### src/rtl/tile_pkg.sv
// tile_pkg: shared word-type encodings and dispatcher state encoding.
package tile_pkg;
  localparam logic [2:0] WT_ADDR  = 3'd0;
  localparam logic [2:0] WT_ZOOM  = 3'd1;
  localparam logic [2:0] WT_CREAL = 3'd2;
  localparam logic [2:0] WT_CIMAG = 3'd3;
  localparam logic [2:0] WT_END   = 3'd4;
  typedef enum logic [1:0] {
    ST_IDLE,
    ST_SELECT,
    ST_FORWARD,
    ST_DRAIN
  } state_t;
endpackage

### src/rtl/rr_arbiter.sv
// rr_arbiter: combinational round-robin pick of the first request strictly after last_grant.
module rr_arbiter #(
  parameter int N = 4,
  parameter int GW = $clog2(N)
) (
  input  logic [N-1:0]  req,
  input  logic [GW-1:0] last_grant,
  output logic [GW-1:0] grant,
  output logic          grant_valid
);
  logic [GW-1:0] idx;
  always_comb begin
    grant = '0;
    grant_valid = 1'b0;
    idx = '0;
    // Walk from the farthest offset down so the nearest requester wins.
    for (int k = N; k >= 1; k--) begin
      idx = GW'((int'(last_grant) + k) % N);
      if (req[idx]) begin
        grant = idx;
        grant_valid = 1'b1;
      end
    end
  end
endmodule

### src/rtl/tile_job_dispatcher.sv
// tile_job_dispatcher: routes job packets to idle tile solvers round-robin.
// Define TILE_DISPATCH_PROTOCOL_CHECK_EN to reject packets whose first word is not an address.
module tile_job_dispatcher
  import tile_pkg::*;
#(
  parameter int NUM_SOLVERS = 4,
  parameter int DATA_WIDTH = 32
) (
  input  logic                           clock,
  input  logic                           reset,
  input  logic                           in_valid,
  output logic                           in_ready,
  input  logic                           in_end_of_stream,
  input  logic [DATA_WIDTH-1:0]          in_data,
  input  logic [NUM_SOLVERS-1:0]         solver_idle,
  output logic [NUM_SOLVERS-1:0]         out_valid,
  input  logic [NUM_SOLVERS-1:0]         out_ready,
  output logic [DATA_WIDTH-1:0]          out_data,
  output logic                           out_end_of_stream,
  output logic                           busy,
  output logic [$clog2(NUM_SOLVERS)-1:0] active_solver,
  output logic                           proto_error
);
  localparam int GW = $clog2(NUM_SOLVERS);
  state_t state_q, state_d;
  logic [NUM_SOLVERS-1:0] pending_q, pending_d;
  logic [GW-1:0] last_grant_q, last_grant_d, active_q, active_d, grant;
  logic grant_valid;

  rr_arbiter #(.N(NUM_SOLVERS), .GW(GW)) u_arb (
    .req(solver_idle & ~pending_q),
    .last_grant(last_grant_q),
    .grant(grant),
    .grant_valid(grant_valid)
  );

  always_comb begin
    state_d = state_q;
    pending_d = pending_q & solver_idle;
    last_grant_d = last_grant_q;
    active_d = active_q;
    in_ready = 1'b0;
    out_valid = '0;
    proto_error = 1'b0;
    out_data = in_data;
    out_end_of_stream = in_end_of_stream;
    case (state_q)
      ST_IDLE: state_d = in_valid ? ST_SELECT : ST_IDLE;
      ST_SELECT: begin
`ifdef TILE_DISPATCH_PROTOCOL_CHECK_EN
        if (in_valid && in_data[DATA_WIDTH-1 -: 3] != WT_ADDR) begin
          proto_error = 1'b1;
          state_d = ST_DRAIN;
        end else if (in_valid && grant_valid) begin
          active_d = grant;
          state_d = ST_FORWARD;
        end
`else
        if (grant_valid) begin
          active_d = grant;
          state_d = ST_FORWARD;
        end
`endif
      end
      ST_FORWARD: begin
        out_valid[active_q] = in_valid;
        in_ready = out_ready[active_q];
        // Setting pending after the clear above gives set priority.
        if (in_valid && in_ready && in_end_of_stream) begin
          pending_d[active_q] = 1'b1;
          last_grant_d = active_q;
          state_d = ST_IDLE;
        end
      end
      ST_DRAIN: begin
        in_ready = 1'b1;
        state_d = (in_valid && in_end_of_stream) ? ST_IDLE : ST_DRAIN;
      end
      default: state_d = ST_IDLE;
    endcase
    if (reset) begin
      in_ready = 1'b0;
      out_valid = '0;
      proto_error = 1'b0;
    end
  end

  assign busy = !reset && state_q != ST_IDLE;
  assign active_solver = reset ? '0 : active_q;

  always_ff @(posedge clock) begin
    if (reset) begin
      state_q <= ST_IDLE;
      pending_q <= '0;
      last_grant_q <= GW'(NUM_SOLVERS - 1);
      active_q <= '0;
    end else begin
      state_q <= state_d;
      pending_q <= pending_d;
      last_grant_q <= last_grant_d;
      active_q <= active_d;
    end
  end
endmodule

### config.mk
export PLATFORM = sky130hd
export DESIGN_NAME = tile_job_dispatcher
export DESIGN_NICKNAME = d
export VERILOG_FILES = /design/src/rtl/tile_pkg.sv /design/src/rtl/rr_arbiter.sv /design/src/rtl/tile_job_dispatcher.sv
export SDC_FILE = /design/constraint.sdc
export NUM_CORES = 1
export LEC_CHECK = 0
export CAP_MARGIN = 20
export CORE_MARGIN = 4
export CORE_UTILIZATION = 31
export DETAILED_ROUTE_END_ITERATION = 8
export PLACE_DENSITY = 0.86
export SLEW_MARGIN = 5
export SYNTH_ARGS = -nofsm -noshare
export SYNTH_HDL_FRONTEND = slang
export SYNTH_SLANG_ARGS = --single-unit
### constraint.sdc
create_clock -name clock -period 4.1 [get_ports clock]
set_input_delay 0.41 -clock clock [delete_from_list [all_inputs] [get_ports clock]]
set_output_delay 0.41 -clock clock [all_outputs]
set_load 0.02 [all_outputs]
==> qor.json <==
{
  "grt_first_pass_wirelength_microns": 2700,
  "routed_wl_microns": 1850,
  "io_pins": 86,
  "worst_setup_path_start_kind": "primary input",
  "design.die.area_sq_mm": 0.00358,
  "die_y_microns": 59.8,
  "via_count_of_the_first_global_routing_pass": 631,
  "most_frequent_cells_in_the_layout": "clkdlybuf4s50_1 (20), nor2_1 (13), dfxtp_1 (10)",
  "area_of_the_core_sq_mm": 0.00252,
  "met3_usage_pct": 4.54,
  "synth_top_area_share_pct": 30.6,
  "hold_path_class": "reg -> reg",
  "synthAdderAreaFrac_pct": 0,
  "number_of_drc_markers_in_iteration_0": 34,
  "unrepaired_setup_endpoints_after_global_routing": "false",
  "max-vdd-ir-drop_v": 0.000125,
  "start_util_pct": 33.0,
  "drcViolationCount": 0,
  "tns_ps": 0,
  "power.density_cell_area_mw_per_mm2": 292,
  "synth.net_count": 153,
  "netlist_instances": 109,
  "grt.total_usage_pct": 10.0,
  "final_core_utilization_pct": 32.7,
  "vias": 673,
  "worst-setup-path-type": "in -> out",
  "yosys-top-cells-area": "buf_4 (31%), dfxtp_1 (24%), nor2_1 (5.9%)",
  "timing_limited_maximum_frequency_mhz": 349,
  "max_slew.worst_pin.slew_ps": 586,
  "report.final.slew_viol_count": 0,
  "cts_h_tree_depth": 1,
  "final_cells": 125,
  "finalCriticalPeriod_ps": 2860,
  "top_usage_layer": "met2",
  "yosys.area_share.xor_xnor_pct": 0,
  "die_width_microns": 59.8,
  "numCtsBuffers": 3,
  "drive_gt1_share_pct": 5.26,
  "drv.max_cap_violation_count": 0,
  "use_met2_pct": 16.0,
  "synth_compound_area_share_pct": 13.7,
  "globalRouteOverflowTotal": 0,
  "gpl.final_weighted_congestion": 0.898,
  "postCtsHoldBufs": 0,
  "synth_area_sq_um": 833,
  "clock_transition_at_the_registers_of_the_reported_paths_ps": 60,
  "antennaDiodeCount": 0,
  "tritoncts": "yes",
  "yosys_warnings": 0,
  "cts_setup_buffers": 0,
  "later_pin_clock_latency_in_the_skew_report_ps": 260,
  "route.antenna.remaining_nets": 0,
  "cts_resized": 0,
  "number_of_antenna_violations_at_the_first_check_in_global_routing": 0,
  "ys_seq_elements": 10,
  "post-route-period-util_pct": 69.8,
  "timing.critical_path.arrival_ps": 2450,
  "design.final.nets": 141,
  "synthesis.area_per_instance_sq_um": 7.64,
  "worst_ep_required_time_ps": 3690,
  "grt_max_degree": 16,
  "setup_skew_after_layout_ps": 0.414,
  "numPlacedInstances": 122,
  "slew_headroom_pct": 60.5,
  "finalHoldViolations": 0,
  "drt_pass1_iterations": 4,
  "cts.path.max_buffers": 2,
  "dp_hpwl_microns": 1420,
  "timing.critical_path.to_type": "output pin",
  "synth_sequential_area_ratio_pct": 24.0,
  "cts_sinks": 10,
  "detail_route.vias_per_cell": 5.38,
  "cp_max_fo": 15,
  "synthMuxAreaShare_pct": 3.90,
  "r2r_cells": 4,
  "worst_hold_path.num_cells": 2,
  "clk_root_buffer_cell": "clkbuf_4",
  "buffer_ports.inserted": 20,
  "syn2layout_area_growth_pct": -1.05,
  "floorplan.rows": 18,
  "p_total_w": 0.000241,
  "leading_cell_type_in_the_layout_fill_and_taps_excluded": "clkdlybuf4s50_1",
  "route.detailed.wl_per_inst_microns": 14.8,
  "reg2reg_setup_slack_ps": 2500,
  "setup_viol_count_final": 0,
  "synth_top_area_cell": "buf_4",
  "post_synth_and_or_nand_nor_area_fraction_pct": 24.3,
  "dominant_combinational_cell_family_by_area_after_synthesis": "buffers and inverters",
  "synthDistinctLibCells": 27,
  "grt_util_met1_pct": 10.1,
  "leakagePower_nw": 0.273,
  "outcome": "complete, no violations"
}
## synthesized netlist by cell type
cell type / number
a211o_1: 2
a21oi_1: 6
a221oi_1: 1
a22oi_1: 2
a311oi_1: 2
a41oi_1: 1
and3_1: 1
buf_2: 2
buf_4: 34
clkbuf_1: 1
conb_1: 1
dfxtp_1: 10
inv_1: 3
mux2i_1: 1
mux4_2: 1
nand2_1: 3
nand2b_1: 6
nand3b_1: 2
nand4_1: 2
nor2_1: 13
nor2b_1: 3
nor3_1: 4
nor3b_1: 1
nor4_1: 3
o21ai_0: 2
o22ai_1: 1
or2_2: 1
## stage by stage
| step | hold slack [ps] | setup WS, ps | area, sq um |
|---|---|---|---|
| 2_1_floorplan | 427 | 2360 | 833 |
| 3_3_place_gp | 436 | 1300 | 802 |
| 3_5_place_dp | 449 | 1260 | 802 |
| 4_1_cts | 457 | 1250 | 825 |
| 5_1_grt | 495 | 1110 | 825 |
| 6_report | 460 | 1240 | 825 |
## worst paths after layout
path                           to          from
hold reg to reg      pending_q[2]  pending_q[2]
hold / removal       pending_q[2]  pending_q[2]
setup reg to reg  last_grant_q[1]   active_q[0]
setup / recovery     out_valid[2]         reset
## cells by family (layout without fill, tap and decap cells)
group,Yosys count,in the layout
compound gates,17,17
mux,2,2
simple gates,39,39
buf+inv,40,26
flops,10,10
other cells,1,1
## state kept, by name, summed over array words and instances (netlist names)
signal,cells
active_q,2
pending_q,4
state_q,2
last_grant_q,2
## per-layer routing
metal | up-vias | part of all wire, %
li1 | 311 | -
met1 | 299 | 35
met2 | 49 | 48
met3 | 14 | 13
met4 | 0 | 4.2
met5 | - | 0
## layout make-up
cell class              count  area (sq um)
clock buffers               3          22.5
fillers                   269          1700
well taps                  30          37.5
flip-flops and latches     10           200
repair buffers             20           200
inverters                   3          11.3
multi-input cells          59           353
## critical path, cell delays in order
cell and delay (ps):
clkdlybuf4s50_1 660, nand3b_1 310, or2_2 300, nor3_1 130, clkdlybuf4s50_1 630
## where the power goes
group          switching [W]  internal [W]  leakage, nW   total, W
sequential         0.0000101      0.000103       0.0814   0.000113
clock              0.0000319     0.0000339       0.0138  0.0000658
combinational      0.0000315     0.0000309        0.178  0.0000624
total              0.0000736      0.000167        0.273   0.000241
Note: power is estimated with default switching activity, not from simulation.
==> RTL edit, RTL diff (config.mk and constraints unchanged) <==
Change the parameter `NUM_SOLVERS` from 4 to 8.
--- a/src/rtl/tile_job_dispatcher.sv
+++ b/src/rtl/tile_job_dispatcher.sv
@@ -4,5 +4,5 @@
   import tile_pkg::*;
 #(
-  parameter int NUM_SOLVERS = 4,
+  parameter int NUM_SOLVERS = 8,
   parameter int DATA_WIDTH = 32
 ) (
Interface: changed (resized active_solver, out_ready, out_valid and solver_idle); port bits go from 86 to 99. The function was not compared with the original's and may differ.
==> RTL edit against the unedited design <==
Power up 99%. Hold slack better by 0.033 ns. Routed wire length rose to 2.8 times the old value. Register-to-register slack worse by 1.8 ns. Sequential cell count up 6. Die area up 120%. Critical path depth up 3. Worst setup slack worse by 0.59 ns. Area after synthesis up 140%. Non-clock buffer count up 15. Utilization up 2.1 points. Cell area rose to 2.7 times the old value. Global-route usage up 2.8 points. Combinational power rose to 2.6 times the old value.
==> RTL edit: results (changes against the unedited design) <==
Clocking
The total setup buffers inserted after CTS is 0 (unchanged). The root buffer selected by CTS is sky130_fd_sc_hd__clkbuf_8. The CTS tree is built. The clock transition at the registers of the reported paths is 0.07 ns. The maximum root-to-sink buffer count was 2 (unchanged). The H-tree depth was 1 (unchanged). The latest clock arrival within the worst-skew pair was 0.26 ns (about the same). The number of gates resized after cts is 0 (unchanged).

The number of clock buffers inserted by TritonCTS is 3 (unchanged).

Setup path
The biggest cell delay along the critical path was 0.66 ns (about the same). The dominant delay contributor by cell family on the critical path is compound AO/OA/AOI/OAI gates. The data arrival at the endpoint of the critical path is 3.62 ns (+1.17 ns). The peak fanout along the critical path is 14 (-1). The internal reg-to-reg setup slack is 0.65 ns (-1.85 ns). The cell with the biggest individual delay on the critical path is sky130_fd_sc_hd__dfxtp_1.

Logic synthesis
The post-synthesis adder-cell area fraction is 1.25% (+1.2 points). The area fraction in compound gates after synthesis is 22.3% (+8.6 points). The synthesized netlist net count is 302 (+97%). Sorting the synthesized cells by how often they occur yields 34 x sky130_fd_sc_hd__buf_4, 32 x sky130_fd_sc_hd__nor2_1, 18 x sky130_fd_sc_hd__nand2_1.

The number of different library cells in the post-synthesis netlist is 61 (+130%). The mux cell area share after synthesis is 18.6% (+15 points). Yosys attributes the largest share of cell area to sky130_fd_sc_hd__dfxtp_1 16%, sky130_fd_sc_hd__buf_4 13%, sky130_fd_sc_hd__mux4_2 11%. The flip-flop cell with the highest count after synthesis is sky130_fd_sc_hd__dfxtp_1. sky130_fd_sc_hd__buf_4 is the most common cell in the netlist. The number of synthesis warnings came to 0 (unchanged). The register area share after synthesis is 16.0% (-8.1 points).

The async set-or-reset flop fraction in the synthesized netlist is 0% (unchanged). The xor/xnor cell area share of the yosys netlist is 1.75% (+1.7 points).

Global routing
The largest net degree at the start of global routing is 24 (+8). The initial antenna violation count is 0 (unchanged). The final global-route overflow total is 0 (unchanged). The global-route usage over all layers is 12.9% (+2.8 points). The number of global-route vias before repair is 1689 (+170%). The wire length of the first global-routing pass is 8050 um (+200%).

Place
The placed instance area came to 2140 um2 (+170%). The half-perimeter wire length of the detailed placement result is 4090 um (+190%). The routability-driven placement congestion ratio is 0.965 (+7.5%). The number of input and output port buffers inserted is 33 (+65%).

Layout
The share of final-layout standard cells stronger than drive strength 1 is 9.92% (+4.7 points). The largest registers in the layout are pending_q x8, active_q x3, last_grant_q x3. The number of diodes added for antenna fixing is 0 (unchanged).

Power
The static leakage power came to 0.771 nW (+180%). The maximum resistive drop on vdd is 0.000221 V (+76%).

Routing
The aggregate routed wire length came to 5180 um (+180%). The count of TritonRoute iterations in the first routing pass is 5 (+1). The detailed-route via count is 1880 (+180%). The count of antenna-violating nets left after detailed routing was 0 (unchanged). The DRC marker count from the first detailed-route iteration is 178 (+420%).

STA
The transition time at the pin with the least slew margin is 0.617 ns (+0.0309 ns). The final worst hold slack is 0.493 ns (+0.0326 ns). The setup skew after layout is 0.00611 ns (+0.00569 ns).

Min path
The path class of the tightest hold or removal check is flip-flop to flip-flop.

Run status
The run finished with clean final reports.
## RTL edit: cell count changes in the layout (fill, tap and decap cells not counted), sizes merged, moves of 4 or more
cell and delta:
nor2 +19, nand2 +15, clkdlybuf4s50 +13, mux2i +10
mux4 +10, inv +9, o22ai +7, a22oi +6
dfxtp +6, nand2b +4, nor2b +4
## RTL edit: layer usage
layer,global-route usage [%],vias up,share of wire (%)
li1,-,870,-
met1,16.9,885,41
met2,21.4,114,47
met3,3.07,11,11
met4,3.16,0,1.1
met5,0,-,0
## RTL edit: metrics by stage
step	power (mW)	std cells	setup slack (ns)
finish	0.479	319	0.652
floorplan	0.327	248	1.32
global placement	0.330	315	0.873
CTS	0.478	319	0.684
detailed placement	0.333	315	0.697
global route	0.503	319	0.350
## RTL edit: cell families (layout without fill, tap and decap cells)
kind of cell | count (synthesis) | in the layout
multiplexers | 23 | 23
AO/OA/AOI/OAI | 56 | 56
other | 1 | 1
AND/OR/NAND/NOR | 88 | 88
flip-flops | 16 | 16
buffers and inverters | 58 | 52
adder cells (fa/ha/maj) | 2 | 2
XOR/XNOR | 4 | 4
## RTL edit: layout make-up
type / count / area (um2)
repair buffers: 35 / 345
clock buffers: 4 / 55.1
well taps: 77 / 96.3
inverters: 13 / 48.8
multi-input cells: 174 / 1330
fillers: 660 / 4120
flip-flops and latches: 16 / 320
## RTL edit: power by group
part / internal (mW) / switching [mW]
Sequential: 0.161 / 0.0113
Clock: 0.0854 / 0.0605
Combinational: 0.0758 / 0.0851
## RTL edit: worst paths after layout
| check | from | to | cells past startpoint |
|---|---|---|---|
| setup reg to reg | last_grant_q[0] | active_q[2] | 8 |
| setup / recovery | last_grant_q[0] | active_q[2] | 8 |
| hold reg to reg | state_q[1] | state_q[1] | 2 |
| hold / removal | state_q[1] | state_q[1] | 2 |
